`config.mk`:
```
export PLATFORM = sky130hd
export DESIGN_NAME = spi_slave_ctrl_flat
export DESIGN_NICKNAME = d
export VERILOG_FILES = /design/src/rtl/spi_slave_ctrl_if.sv /design/src/rtl/spi_slave_ctrl.sv /design/src/flat_wrapper.sv
export SDC_FILE = /design/constraint.sdc
export NUM_CORES = 1
export LEC_CHECK = 0
export CAP_MARGIN = 20
export CORE_MARGIN = 2
export CORE_UTILIZATION = 42
export DETAILED_ROUTE_END_ITERATION = 12
export SYNTH_ARGS = -nofsm -noshare
export SYNTH_HDL_FRONTEND = slang
export SYNTH_SLANG_ARGS = --single-unit
```
`constraint.sdc`:
```
create_clock -name clk_i -period 2.01 [get_ports clk_i]
set_clock_uncertainty 0.15 [all_clocks]
set_input_delay 0.402 -clock clk_i [delete_from_list [all_inputs] [get_ports clk_i]]
set_output_delay 0.402 -clock clk_i [all_outputs]
set_load 0.005 [all_outputs]
```
`src/rtl/spi_slave_ctrl_if.sv`:
```
// SPI slave controller bus bundle.
//
// Groups the SPI pins and the parallel TX/RX/status signals of
// spi_slave_ctrl so they travel as one port. Clock and reset stay outside.
//
//   SPI pins     : sclk_i, cs_ni, mosi_i (raw, asynchronous), miso_o, miso_oe_o
//   TX side      : tx_data_i, tx_valid_i, tx_ready_o (valid/ready write)
//   RX side      : rx_data_o, rx_valid_o (one-cycle pulse)
//   Status       : underrun_o, frame_err_o (one-cycle pulses), busy_o
//
// Modport slave is the controller's view; modport master is the
// environment's view (SPI master plus the local TX/RX client).
interface spi_slave_ctrl_if #(
    parameter int DATA_W = 8
);
    logic              sclk_i;
    logic              cs_ni;
    logic              mosi_i;
    logic              miso_o;
    logic              miso_oe_o;
    logic [DATA_W-1:0] tx_data_i;
    logic              tx_valid_i;
    logic              tx_ready_o;
    logic [DATA_W-1:0] rx_data_o;
    logic              rx_valid_o;
    logic              underrun_o;
    logic              frame_err_o;
    logic              busy_o;

    modport slave (
        input  sclk_i, cs_ni, mosi_i, tx_data_i, tx_valid_i,
        output miso_o, miso_oe_o, tx_ready_o, rx_data_o, rx_valid_o,
               underrun_o, frame_err_o, busy_o
    );

    modport master (
        output sclk_i, cs_ni, mosi_i, tx_data_i, tx_valid_i,
        input  miso_o, miso_oe_o, tx_ready_o, rx_data_o, rx_valid_o,
               underrun_o, frame_err_o, busy_o
    );
endinterface

```
`src/rtl/spi_slave_ctrl.sv`:
```
// SPI mode-0 slave controller, oversampled by the system clock.
//
// The raw SPI pins are brought into the clk_i domain through 3-flop
// synchronizers; every decision is taken on edge events of the synchronized
// values, so SCLK must be at most clk_i/8. Words are DATA_W bits, MSB first
// in both directions. A single-entry holding register feeds the TX shifter
// at CS assertion and at each word boundary; an empty register sends zeros
// and flags an underrun.
//
// Ports:
//   clk_i   system clock, rising edge
//   rst_ni  asynchronous active-low reset
//   bus     spi_slave_ctrl_if.slave: SPI pins, TX write (tx_data_i,
//           tx_valid_i, tx_ready_o), RX word (rx_data_o, rx_valid_o),
//           underrun_o / frame_err_o pulses, busy_o (high in SHIFT)
module spi_slave_ctrl #(
    parameter int DATA_W = 8
) (
    input  logic                 clk_i,
    input  logic                 rst_ni,
    spi_slave_ctrl_if.slave      bus
);

    localparam int CNT_W = $clog2(DATA_W);
    localparam logic [CNT_W-1:0] LAST_BIT = CNT_W'(DATA_W - 1);

    typedef enum logic {
        IDLE  = 1'b0,
        SHIFT = 1'b1
    } state_t;

    // Synchronizer stages _p0.._p2; _p3 is the previous synchronized value
    // used only for edge detection.
    logic sclk_p0, sclk_p1, sclk_p2, sclk_p3;
    logic cs_p0, cs_p1, cs_p2, cs_p3;
    logic mosi_p0, mosi_p1, mosi_p2;

    state_t            state;
    logic [CNT_W-1:0]  bit_cnt;
    logic [DATA_W-1:0] tx_sh;
    logic [DATA_W-2:0] rx_sh;
    logic [DATA_W-1:0] rx_data_q;
    logic [DATA_W-1:0] hold;
    logic              hold_full;
    logic              rx_valid_q;
    logic              underrun_q;
    logic              frame_err_q;
    logic              busy_q;

    logic              sclk_rise, sclk_fall;
    logic              cs_assert, cs_deassert, cs_active;
    logic              load_req;
    logic [DATA_W-1:0] rx_next;

    always_ff @(posedge clk_i or negedge rst_ni) begin
        if (!rst_ni) begin
            sclk_p0 <= 1'b0;
            sclk_p1 <= 1'b0;
            sclk_p2 <= 1'b0;
            sclk_p3 <= 1'b0;
            cs_p0   <= 1'b1;
            cs_p1   <= 1'b1;
            cs_p2   <= 1'b1;
            cs_p3   <= 1'b1;
            mosi_p0 <= 1'b0;
            mosi_p1 <= 1'b0;
            mosi_p2 <= 1'b0;
        end else begin
            sclk_p0 <= bus.sclk_i;
            sclk_p1 <= sclk_p0;
            sclk_p2 <= sclk_p1;
            sclk_p3 <= sclk_p2;
            cs_p0   <= bus.cs_ni;
            cs_p1   <= cs_p0;
            cs_p2   <= cs_p1;
            cs_p3   <= cs_p2;
            mosi_p0 <= bus.mosi_i;
            mosi_p1 <= mosi_p0;
            mosi_p2 <= mosi_p1;
        end
    end

    // Synchronized edge events, valid for exactly one clk_i cycle
    assign sclk_rise   = ~sclk_p3 &  sclk_p2;
    assign sclk_fall   =  sclk_p3 & ~sclk_p2;
    assign cs_assert   =  cs_p3   & ~cs_p2;
    assign cs_deassert = ~cs_p3   &  cs_p2;
    assign cs_active   = ~cs_p2;

    assign rx_next = {rx_sh, mosi_p2};

    // TX shifter reload points: frame start, and the SCLK falling edge that
    // follows the last bit of a word (counter already wrapped to 0).
    always_comb begin
        load_req = 1'b0;
        case (state)
            IDLE:    load_req = cs_assert;
            SHIFT:   load_req = ~cs_deassert & sclk_fall & (bit_cnt == '0);
            default: load_req = 1'b0;
        endcase
    end

    always_ff @(posedge clk_i or negedge rst_ni) begin
        if (!rst_ni) begin
            state       <= IDLE;
            bit_cnt     <= '0;
            tx_sh       <= '0;
            rx_sh       <= '0;
            rx_data_q   <= '0;
            hold        <= '0;
            hold_full   <= 1'b0;
            rx_valid_q  <= 1'b0;
            underrun_q  <= 1'b0;
            frame_err_q <= 1'b0;
            busy_q      <= 1'b0;
        end else begin
            rx_valid_q  <= 1'b0;
            underrun_q  <= 1'b0;
            frame_err_q <= 1'b0;

            // A write and a load never both touch hold_full: writes need it
            // clear, consuming loads need it set. A load that finds it clear
            // sends zeros even if a write lands in the same cycle.
            if (bus.tx_valid_i && !hold_full) begin
                hold      <= bus.tx_data_i;
                hold_full <= 1'b1;
            end

            if (load_req) begin
                if (hold_full) begin
                    tx_sh     <= hold;
                    hold_full <= 1'b0;
                end else begin
                    tx_sh      <= '0;
                    underrun_q <= 1'b1;
                end
            end

            case (state)
                IDLE: begin
                    if (cs_assert) begin
                        state   <= SHIFT;
                        busy_q  <= 1'b1;
                        bit_cnt <= '0;
                    end
                end
                SHIFT: begin
                    if (cs_deassert) begin
                        state  <= IDLE;
                        busy_q <= 1'b0;
                        if (bit_cnt != '0) begin
                            frame_err_q <= 1'b1;
                        end
                    end else if (sclk_rise) begin
                        rx_sh <= rx_next[DATA_W-2:0];
                        if (bit_cnt == LAST_BIT) begin
                            bit_cnt    <= '0;
                            rx_data_q  <= rx_next;
                            rx_valid_q <= 1'b1;
                        end else begin
                            bit_cnt <= bit_cnt + CNT_W'(1);
                        end
                    end else if (sclk_fall && (bit_cnt != '0)) begin
                        tx_sh <= {tx_sh[DATA_W-2:0], 1'b0};
                    end
                end
                default: begin
                    state  <= IDLE;
                    busy_q <= 1'b0;
                end
            endcase
        end
    end

    assign bus.miso_o      = cs_active & tx_sh[DATA_W-1];
    assign bus.miso_oe_o   = cs_active;
    assign bus.tx_ready_o  = ~hold_full;
    assign bus.rx_data_o   = rx_data_q;
    assign bus.rx_valid_o  = rx_valid_q;
    assign bus.underrun_o  = underrun_q;
    assign bus.frame_err_o = frame_err_q;
    assign bus.busy_o      = busy_q;

endmodule

```
`src/flat_wrapper.sv`:
```
// flat-port wrapper written by rule: the top's interface ports become plain ports
module spi_slave_ctrl_flat 
#(
    parameter int DATA_W = 8
)
  (clk_i, rst_ni, bus_sclk_i, bus_cs_ni, bus_mosi_i, bus_tx_data_i, bus_tx_valid_i, bus_miso_o, bus_miso_oe_o, bus_tx_ready_o, bus_rx_data_o, bus_rx_valid_o, bus_underrun_o, bus_frame_err_o, bus_busy_o);
  spi_slave_ctrl_if #(.DATA_W(DATA_W)) bus_i ();
  input  logic clk_i;
  input  logic rst_ni;
  input wire logic [$bits(bus_i.sclk_i)-1:0] bus_sclk_i;
  input wire logic [$bits(bus_i.cs_ni)-1:0] bus_cs_ni;
  input wire logic [$bits(bus_i.mosi_i)-1:0] bus_mosi_i;
  input wire logic [$bits(bus_i.tx_data_i)-1:0] bus_tx_data_i;
  input wire logic [$bits(bus_i.tx_valid_i)-1:0] bus_tx_valid_i;
  output wire logic [$bits(bus_i.miso_o)-1:0] bus_miso_o;
  output wire logic [$bits(bus_i.miso_oe_o)-1:0] bus_miso_oe_o;
  output wire logic [$bits(bus_i.tx_ready_o)-1:0] bus_tx_ready_o;
  output wire logic [$bits(bus_i.rx_data_o)-1:0] bus_rx_data_o;
  output wire logic [$bits(bus_i.rx_valid_o)-1:0] bus_rx_valid_o;
  output wire logic [$bits(bus_i.underrun_o)-1:0] bus_underrun_o;
  output wire logic [$bits(bus_i.frame_err_o)-1:0] bus_frame_err_o;
  output wire logic [$bits(bus_i.busy_o)-1:0] bus_busy_o;
  assign bus_i.sclk_i = bus_sclk_i;
  assign bus_i.cs_ni = bus_cs_ni;
  assign bus_i.mosi_i = bus_mosi_i;
  assign bus_i.tx_data_i = bus_tx_data_i;
  assign bus_i.tx_valid_i = bus_tx_valid_i;
  assign bus_miso_o = bus_i.miso_o;
  assign bus_miso_oe_o = bus_i.miso_oe_o;
  assign bus_tx_ready_o = bus_i.tx_ready_o;
  assign bus_rx_data_o = bus_i.rx_data_o;
  assign bus_rx_valid_o = bus_i.rx_valid_o;
  assign bus_underrun_o = bus_i.underrun_o;
  assign bus_frame_err_o = bus_i.frame_err_o;
  assign bus_busy_o = bus_i.busy_o;
  spi_slave_ctrl #(.DATA_W(DATA_W)) u_core (.clk_i(clk_i), .rst_ni(rst_ni), .bus(bus_i));
endmodule
```
After elaboration in Yosys (flattened, before gate mapping)

Cells that the tools add are included.

Input port bits: 14
Flip-flop bits (word level): 51

Multiplexer cells: 30
Eq/ne operators: 5
Bitwise operators: 14
$add $sub $neg: 1
Reduce and logical (&&, ||, !) cells: 9

Operators by type and width:

| operator              | count |
|---|---|
| $mux W8               | 6 |
| $mux W1               | 16 |
| $mux W3               | 4 |
| $and A1 B1 Y1         | 7 |
| $not A1 Y1            | 7 |
| $ne A2 B2 Y1 const B  | 3 |
| $pmux W1 S2           | 3 |
| $pmux W3 S2           | 1 |
| $reduce_and A3 Y1     | 2 |
| $reduce_and A4 Y1     | 1 |
| $add A3 B1 Y3 const B | 1 |
| $eq A3 B3 Y1 const B  | 1 |
| $logic_not A3 Y1      | 1 |
| $reduce_bool A3 Y1    | 1 |
| $logic_and A1 B1 Y1   | 2 |
| $ne A2 B1 Y1 const B  | 1 |
| $reduce_and A2 Y1     | 1 |
| $logic_not A1 Y1      | 1 |

Longest topological paths before layout

Word-level depth: 11
Gate-level depth with buffers: 8
Depth with buffers taken out: 6

Worst setup path before layout

Ideal clock, no wire load.

Kind: reg2reg
From: register u_core.cs_p3
To: register u_core.rx_sh[2]
Arrival time: 1.574 ns
Buffers on the path: 2
Cell stages (with the launch flop): 6
Setup time: 0.125 ns
Path slack: 0.161 ns
Path through: dfstp_2 -> nand2b_1 -> and4_2 -> buf_2 -> buf_2 -> mux2_2

Cells in the longest elaborated chain, start to end: 4

Ends and longest elaborated chain:

| what                               | line                  | source |
|---|---|---|
| from (decl)                        | spi_slave_ctrl.sv:35  | `logic cs_p0, cs_p1, cs_p2, cs_p3;` |
| from (signal assigned)             | spi_slave_ctrl.sv:76  | `cs_p3 <= cs_p2;` |
| $not A1 Y1                         | spi_slave_ctrl.sv:87  | `assign cs_deassert = ~cs_p3 & cs_p2;` |
| $and A1 B1 Y1                      | spi_slave_ctrl.sv:87  |  |
| $not A1 Y1                         | n/a                   |  |
| $reduce_and A3 Y1 (no source line) | n/a                   |  |
| to (signal assigned)               | spi_slave_ctrl.sv:155 | `rx_sh <= rx_next[DATA_W-2:0];` |
| to (decl)                          | spi_slave_ctrl.sv:41  | `logic [DATA_W-2:0] rx_sh;` |

Every way passes these cells.
A chain may end at the register's enable or synchronous reset.

Worst setup path after layout

From: register u_core.cs_p2
To: output bus_miso_o

Cells in the longest elaborated chain, start to end: 2

Ends and longest elaborated chain:

| what                   | line                  | source |
|---|---|---|
| from (decl)            | spi_slave_ctrl.sv:35  |  |
| from (signal assigned) | spi_slave_ctrl.sv:75  | `cs_p2 <= cs_p1;` |
| $not A1 Y1             | spi_slave_ctrl.sv:88  | `assign cs_active = ~cs_p2;` |
| $and A1 B1 Y1          | spi_slave_ctrl.sv:175 | `assign bus.miso_o = cs_active & tx_sh[DATA_W-1];` |
| to (decl)              | flat_wrapper.sv:15    | `output wire logic [$bits(bus_i.miso_o)-1:0] bus_miso_o;` |

Every way passes these cells.

==> results.cfg <==
[grt]
antenna_found_initial = 0
grt_use_total_pct = 14.5
grt_first_pass_wirelength_mm = 5.91
grt_pass1_vias = 1243
grt_max_degree = 23
grt_overflow_total = 0

[timing]
post-route-period-util_pct = 95.9
max_slew.worst_pin.slew_ns = 0.470
tns_ns = 0
period_needed_ns = 1.93
slew_headroom_pct = 68.6
report.final.setup_viol = 0
hold_viol_final = 0
timing.fmax_ghz = 0.519
slew_violations = 0
timing.hold.ws_ns = 0.210
rsz0062_at_grt = false

[die]
initial_core_util_pct = 43.8
die_area_um2 = 5500
core_um2 = 4720
io_pins = 29
die_x_um = 74.2
rows = 25
die-height_um = 74.2

[clock_tree]
h-tree-depth = 2
clock-root-buffer = clkbuf_8
clk_pin_slew_worst_paths_ns = 0.09
cts_tree = yes
clockBufferDepth = 2
numCtsBuffers = 5
cts.sinks = 51
cts_resized = 0
postCtsSetupBuffers = 0
worstSkewPairLatency_ns = 0.30

[routing]
drt-initial-drc-count = 37
post_drt_via_cell_ratio = 4.79
drc_errors = 0
wirelength_mm = 3.43
drt_first_pass_iters = 4
vias = 1231
antenna_left = 0
wl_per_cell_um = 13.4

[finish]
fillers = 400
drive_above_1_share_pct = 28.9
syn_to_final_growth_pct = 21.9
layout.nets = 206
diodes = 0

[yosys]
synth_seq_cells = 51
synth_enable_flop_cells = 0
synth.distinct_cells = 29
seq_area_frac_synth_pct = 62.0
synthArstFlopShare_pct = 100
synth_nets = 170
synth_ff_type = dfrtp_1
netlist_instances = 153
avgSynthCellArea_um2 = 13.5
ys_warn_count = 0
netlist_area_um2 = 2070

[worst_setup_path]
cpPeakStageDelay_ns = 0.59
worstSetupPathType = reg -> out
critPathMaxFanout = 6
worstPathArrival_ns = 1.38
cp-end-kind = output pin
r2r_slack_ns = 0.16
slowest_stage = dfstp_2
cp.required_ns = 1.46
path_cells = nor2b_1, clkdlybuf4s50_1
worst_setup_path_start_kind = flip-flop

[placed_design]
io_buffers = 28
place_congestion = 0.765
dp_hpwl_mm = 2.45

[power]
p_leak_nw = 1.14
cellPowerDensity_nw_per_um2 = 1050
peakVddDrop_mv = 0.484

[run]
drv_cap = 0

[worst_hold_path]
min_path_type = reg -> reg

[outcome]
status = completed
[kinds of logic (layout without fill, tap and decap cells)]
family | count (synthesis) | in the layout | synth area share, %
AO/OA/AOI/OAI | 23 | 23 | 9.44
flip-flops | 51 | 51 | 62.0
buffers and inverters | 14 | 51 | 3.93
adder cells (fa/ha/maj) | 3 | 3 | 1.82
multiplexers | 23 | 23 | 12.5
AND/OR/NAND/NOR | 39 | 39 | 10.3
[routing by layer]
layer  vias to the layer above  track usage, %  part of all wire [%]
li1                        597               -                     -
met1                       602            20.1                    48
met2                        25            20.5                    46
met3                         7            4.20                   3.6
met4                         0            8.08                   2.5
met5                         -               0                     0
[synthesized netlist by cell type, types with 2 or more instances]
library cell	number	area, µm²
mux2_1	2	22.5
and4_2	2	20.0
nor2_1	4	15.0
buf_2	2	10.0
nor2b_1	4	25.0
nand2_1	21	78.8
o21ai_0	5	25.0
buf_6	3	33.8
o211ai_1	7	52.6
nand2b_4	2	27.5
mux2_2	21	236
ha_1	3	37.5
o211ai_2	7	87.6
dfstp_2	4	105
dfrtp_1	47	1180
inv_1	6	22.5
[worst max-delay path: cells and delay by family, from the launching register on]
kind / cells / cell delay, ns
buffers and inverters: 1 / 0.43
AND/OR/NAND/NOR: 1 / 0.06
flip-flops: 1 / 0.59
[timing repair]
action | in CTS | in global routing
endpoints found under the setup margin | 0 | 0
endpoints found under the hold margin | 17 | 0
hold buffers | 1 | 0
[flip-flops by register name (all words and copies together) (netlist names), 3 cells and up]
register and flops:
u_core.bus.rx_data_o 8, u_core.bit_cnt 3, u_core.hold 8, u_core.rx_sh 7, u_core.tx_sh 8
[report_power, final]
group	switching, mW	internal [mW]	total [mW]
combinational	0.288	0.358	0.647
clock	0.326	0.246	0.572
sequential	0.155	1.28	1.43
total	0.769	1.88	2.65
[per-stage QoR]
stage	total power, mW	util (%)	cells	instance area, µm²	worst slack [ns]
after floorplan	1.89	-	153	2070	0.161
after global placement	2.08	51.3	248	2420	0.210
after detailed placement	2.11	51.3	248	2420	0.170
after CTS	2.68	53.4	257	2520	0.0630
after global routing	2.83	53.4	257	2520	0.00629
final	2.65	53.4	257	2520	0.0814
[cell usage in the layout (no fill, tap or decap), drive strengths merged]
| cell | instances |
|---|---|
| a21o | 1 |
| a21oi | 2 |
| nand3b | 1 |
| nor2b | 4 |
| nand4 | 1 |
| nand2b | 3 |
| nand2 | 22 |
| clkdlybuf4s50 | 27 |
| dfrtp | 47 |
| ha | 3 |
| clkinv | 2 |
| mux2 | 23 |
| or3b | 1 |
| inv | 7 |
| nand4b | 1 |
| buf | 8 |
| nor2 | 4 |
| o21ai | 5 |
| o31a | 1 |
| o211ai | 14 |
| and4 | 2 |
| dfstp | 4 |
| clkbuf | 6 |
| dlygate4sd3 | 1 |
[cell type report]
class | count | area [µm²] | area share, %
multi-input cells | 88 | 704 | 28.0
clock buffers | 6 | 72.6 | 2.88
repair buffers | 36 | 338 | 13.4
well taps | 67 | 83.8 | 3.33
clock inverters | 2 | 13.8 | 0.546
flip-flops and latches | 51 | 1280 | 50.8
inverters | 7 | 26.3 | 1.04
[path summary, 6_finish.rpt]
check / start / to / cells past startpoint
max: u_core.cs_p2 / bus_miso_o / 2
min: u_core.cs_p1 / u_core.cs_p2 / 0
max reg2reg: u_core.cs_p3 / u_core.hold_full / 4
min reg2reg: u_core.cs_p1 / u_core.cs_p2 / 0
max in group asynchronous: rst_ni / u_core.cs_p0 / 3
min in group asynchronous: rst_ni / u_core.bit_cnt[0] / 2
Power figures use the tool's default switching activity.
==> RTL change (same flow settings) <==
`DATA_W` is set to 8 in 3 places; all go to 4. Comments in the files are not updated.
--- a/src/rtl/spi_slave_ctrl_if.sv
+++ b/src/rtl/spi_slave_ctrl_if.sv
@@ -11,7 +11,7 @@
 // Modport slave is the controller's view; modport master is the
 // environment's view (SPI master plus the local TX/RX client).
 interface spi_slave_ctrl_if #(
-    parameter int DATA_W = 8
+    parameter int DATA_W = 4
 );
     logic              sclk_i;
     logic              cs_ni;
--- a/src/rtl/spi_slave_ctrl.sv
+++ b/src/rtl/spi_slave_ctrl.sv
@@ -14,7 +14,7 @@
 //           tx_valid_i, tx_ready_o), RX word (rx_data_o, rx_valid_o),
 //           underrun_o / frame_err_o pulses, busy_o (high in SHIFT)
 module spi_slave_ctrl #(
-    parameter int DATA_W = 8
+    parameter int DATA_W = 4
 ) (
     input  logic                 clk_i,
     input  logic                 rst_ni,
--- a/src/flat_wrapper.sv
+++ b/src/flat_wrapper.sv
@@ -1,7 +1,7 @@
 // flat-port wrapper written by rule: the top's interface ports become plain ports
 module spi_slave_ctrl_flat 
 #(
-    parameter int DATA_W = 8
+    parameter int DATA_W = 4
 )
   (clk_i, rst_ni, bus_sclk_i, bus_cs_ni, bus_mosi_i, bus_tx_data_i, bus_tx_valid_i, bus_miso_o, bus_miso_oe_o, bus_tx_ready_o, bus_rx_data_o, bus_rx_valid_o, bus_underrun_o, bus_frame_err_o, bus_busy_o);
   spi_slave_ctrl_if #(.DATA_W(DATA_W)) bus_i ();
Interface: changed (resized bus_rx_data_o and bus_tx_data_i); port bits go from 29 to 21. The function was not compared with the original's and may differ.
==> RTL change against the original RTL <==
- register-to-register slack improved by 0.06 ns
- routed wire length is 39% lower
- largest cell class unchanged
- highest routed layer unchanged
- area after synthesis decreased by 36%
- final area shrank 34%
- non-clock buffer count down 13
- worst setup slack worse by 0.014 ns
- count of clock-buffer cells in the layout unchanged
- sequential cell count shrank 17
- critical endpoint unchanged
- total power fell by 37%
- largest power group unchanged
==> RTL change: results (changes against the original RTL) <==
| Metric | Value |
|---|---|
| Post-synth top cells | `dfrtp_1, nand2_1, o211ai_1 (was dfrtp_1, mux2_2, nand2_1)` |
| PortBufs | `20 (was 28)` |
| Post-synthesis sequential area ratio | `0.643 (was 0.620)` |
| Fraction of layout cells with a size suffix above 1 | `0.201 (was 0.289)` |
| Dominant cells by area after synthesis | `dfrtp_1, dfstp_2, nand2_1 (was dfrtp_1, mux2_2, dfstp_2)` |
| Clk_lat worst skew | `0.33 ns (was 0.30 ns)` |
| Vias | `839 (was 1,231)` |
| Unique masters post-synth | `30 (was 29)` |
| Static leakage | `0.774 nW (was 1.14 nW)` |
| DP Wirelength | `1.46 mm (was 2.45 mm)` |
| WL met2 | `978 um (was 1.57 mm)` |
| Gp weighted congestion | `0.771 (was 0.765)` |
| Headroom to the max-slew limit | `0.727 (was 0.686)` |
| Routed wl met3 | `121 um (was 123 um)` |
| Switching share of power | `0.273 (was 0.290)` |
| Starting DRT DRC Count | `41 (was 37)` |
| # fillers | `273 (was 400)` |
| Crit path max fanout | `4 (was 6)` |
| M1 WL | `962 um (was 1.66 mm)` |
| Root buf cell | `clkbuf_4 (was clkbuf_8)` |
| Global-route wire length before repair | `3.69 mm (was 5.91 mm)` |
| Nets@finish | `145 (was 206)` |
| Post-Syn Nets | `118 (was 170)` |
| Status | `finished clean (unchanged)` |
| R2R setup slack | `0.22 ns (was 0.16 ns)` |
| Pin count of the biggest net entering global routing | `35 (was 23)` |
| Worst VDD drop | `0.000593 V (was 0.000484 V)` |
| Routed wire per std cell | `11.8 um (was 13.4 um)` |
[RTL change: cell count changes in the layout (fill, tap and decap cells not counted), sizes merged, moves of 2 or more]
| cell | delta |
|---|---|
| nor2b | -2 |
| and4 | -2 |
| buf | -5 |
| nand2b | -2 |
| mux2 | -15 |
| dfrtp | -17 |
| o211ai | -6 |
| nand2 | -4 |
| clkdlybuf4s50 | -8 |
[RTL change: critical path, cell delays in order, from the launching register on]
cell,delay [ns]
dfstp_2,0.58
nor2b_1,0.05
clkdlybuf4s50_1,0.43
[RTL change: metrics by stage]
step	power [W]	cell area [sq um]	setup slack (ns)	hold slack (ns)	std cells
6_report	0.00166	1660	0.0676	0.207	178
5_1_grt	0.00178	1660	0.00422	0.221	178
4_1_cts	0.00169	1660	0.00975	0.209	178
3_5_place_dp	0.00128	1580	0.149	0.185	169
3_3_place_gp	0.00127	1580	0.201	0.184	169
2_1_floorplan	0.00113	1330	0.351	-0.0436	106
[RTL change: cells by family after synthesis]
group / share of synthesized area
AND/OR/NAND/NOR: 0.139
flip-flops: 0.643
AO/OA/AOI/OAI: 0.0800
buffers and inverters: 0.0320
multiplexers: 0.0790
adder cells (fa/ha/maj): 0.0263
[RTL change: routing by layer]
metal,track usage,vias to the layer above
met4,0.0667,0
met3,0.0649,4
met1,0.175,402
li1,-,411
met2,0.222,22
met5,0,-
[RTL change: final timing paths]
path / cells past startpoint / from / end
max in group asynchronous: 2 / rst_ni / u_core.cs_p3
worst max-delay path: 2 / u_core.cs_p2 / bus_miso_o
min in group asynchronous: 2 / rst_ni / u_core.bus.rx_data_o[3]
worst min register to register: 0 / u_core.mosi_p1 / u_core.mosi_p2
worst max register to register: 6 / u_core.bit_cnt[0] / u_core.tx_sh[1]
worst min-delay path: 0 / u_core.mosi_p1 / u_core.mosi_p2
[RTL change: cell type report]
cell class,count,share of cell area
flip-flops and latches,34,0.517
repair buffers,23,0.136
well taps,44,0.0332
clock inverters,2,0.00754
multi-input cells,62,0.260
clock buffers,6,0.0309
inverters,7,0.0158
[RTL change: what timing repair did]
item / 4_1_cts / 5_1_grt
resized for setup: 0 / 2
pin swaps: 0 / 0
buffers inserted: 1 / 0
endpoints found under the setup margin: 2 / 2
[RTL change: power by group through the flow]
| stage | registers (W) | clock network [W] | logic, W |
|---|---|---|---|
| 6_report | 0.000935 | 0.000392 | 0.000331 |
| 5_1_grt | 0.000964 | 0.000438 | 0.000378 |
| 4_1_cts | 0.000935 | 0.000413 | 0.000339 |
| 3_5_place_dp | 0.000948 | 0 | 0.000334 |
| 3_3_place_gp | 0.000942 | 0 | 0.000324 |
| 2_1_floorplan | 0.000905 | 0 | 0.000229 |
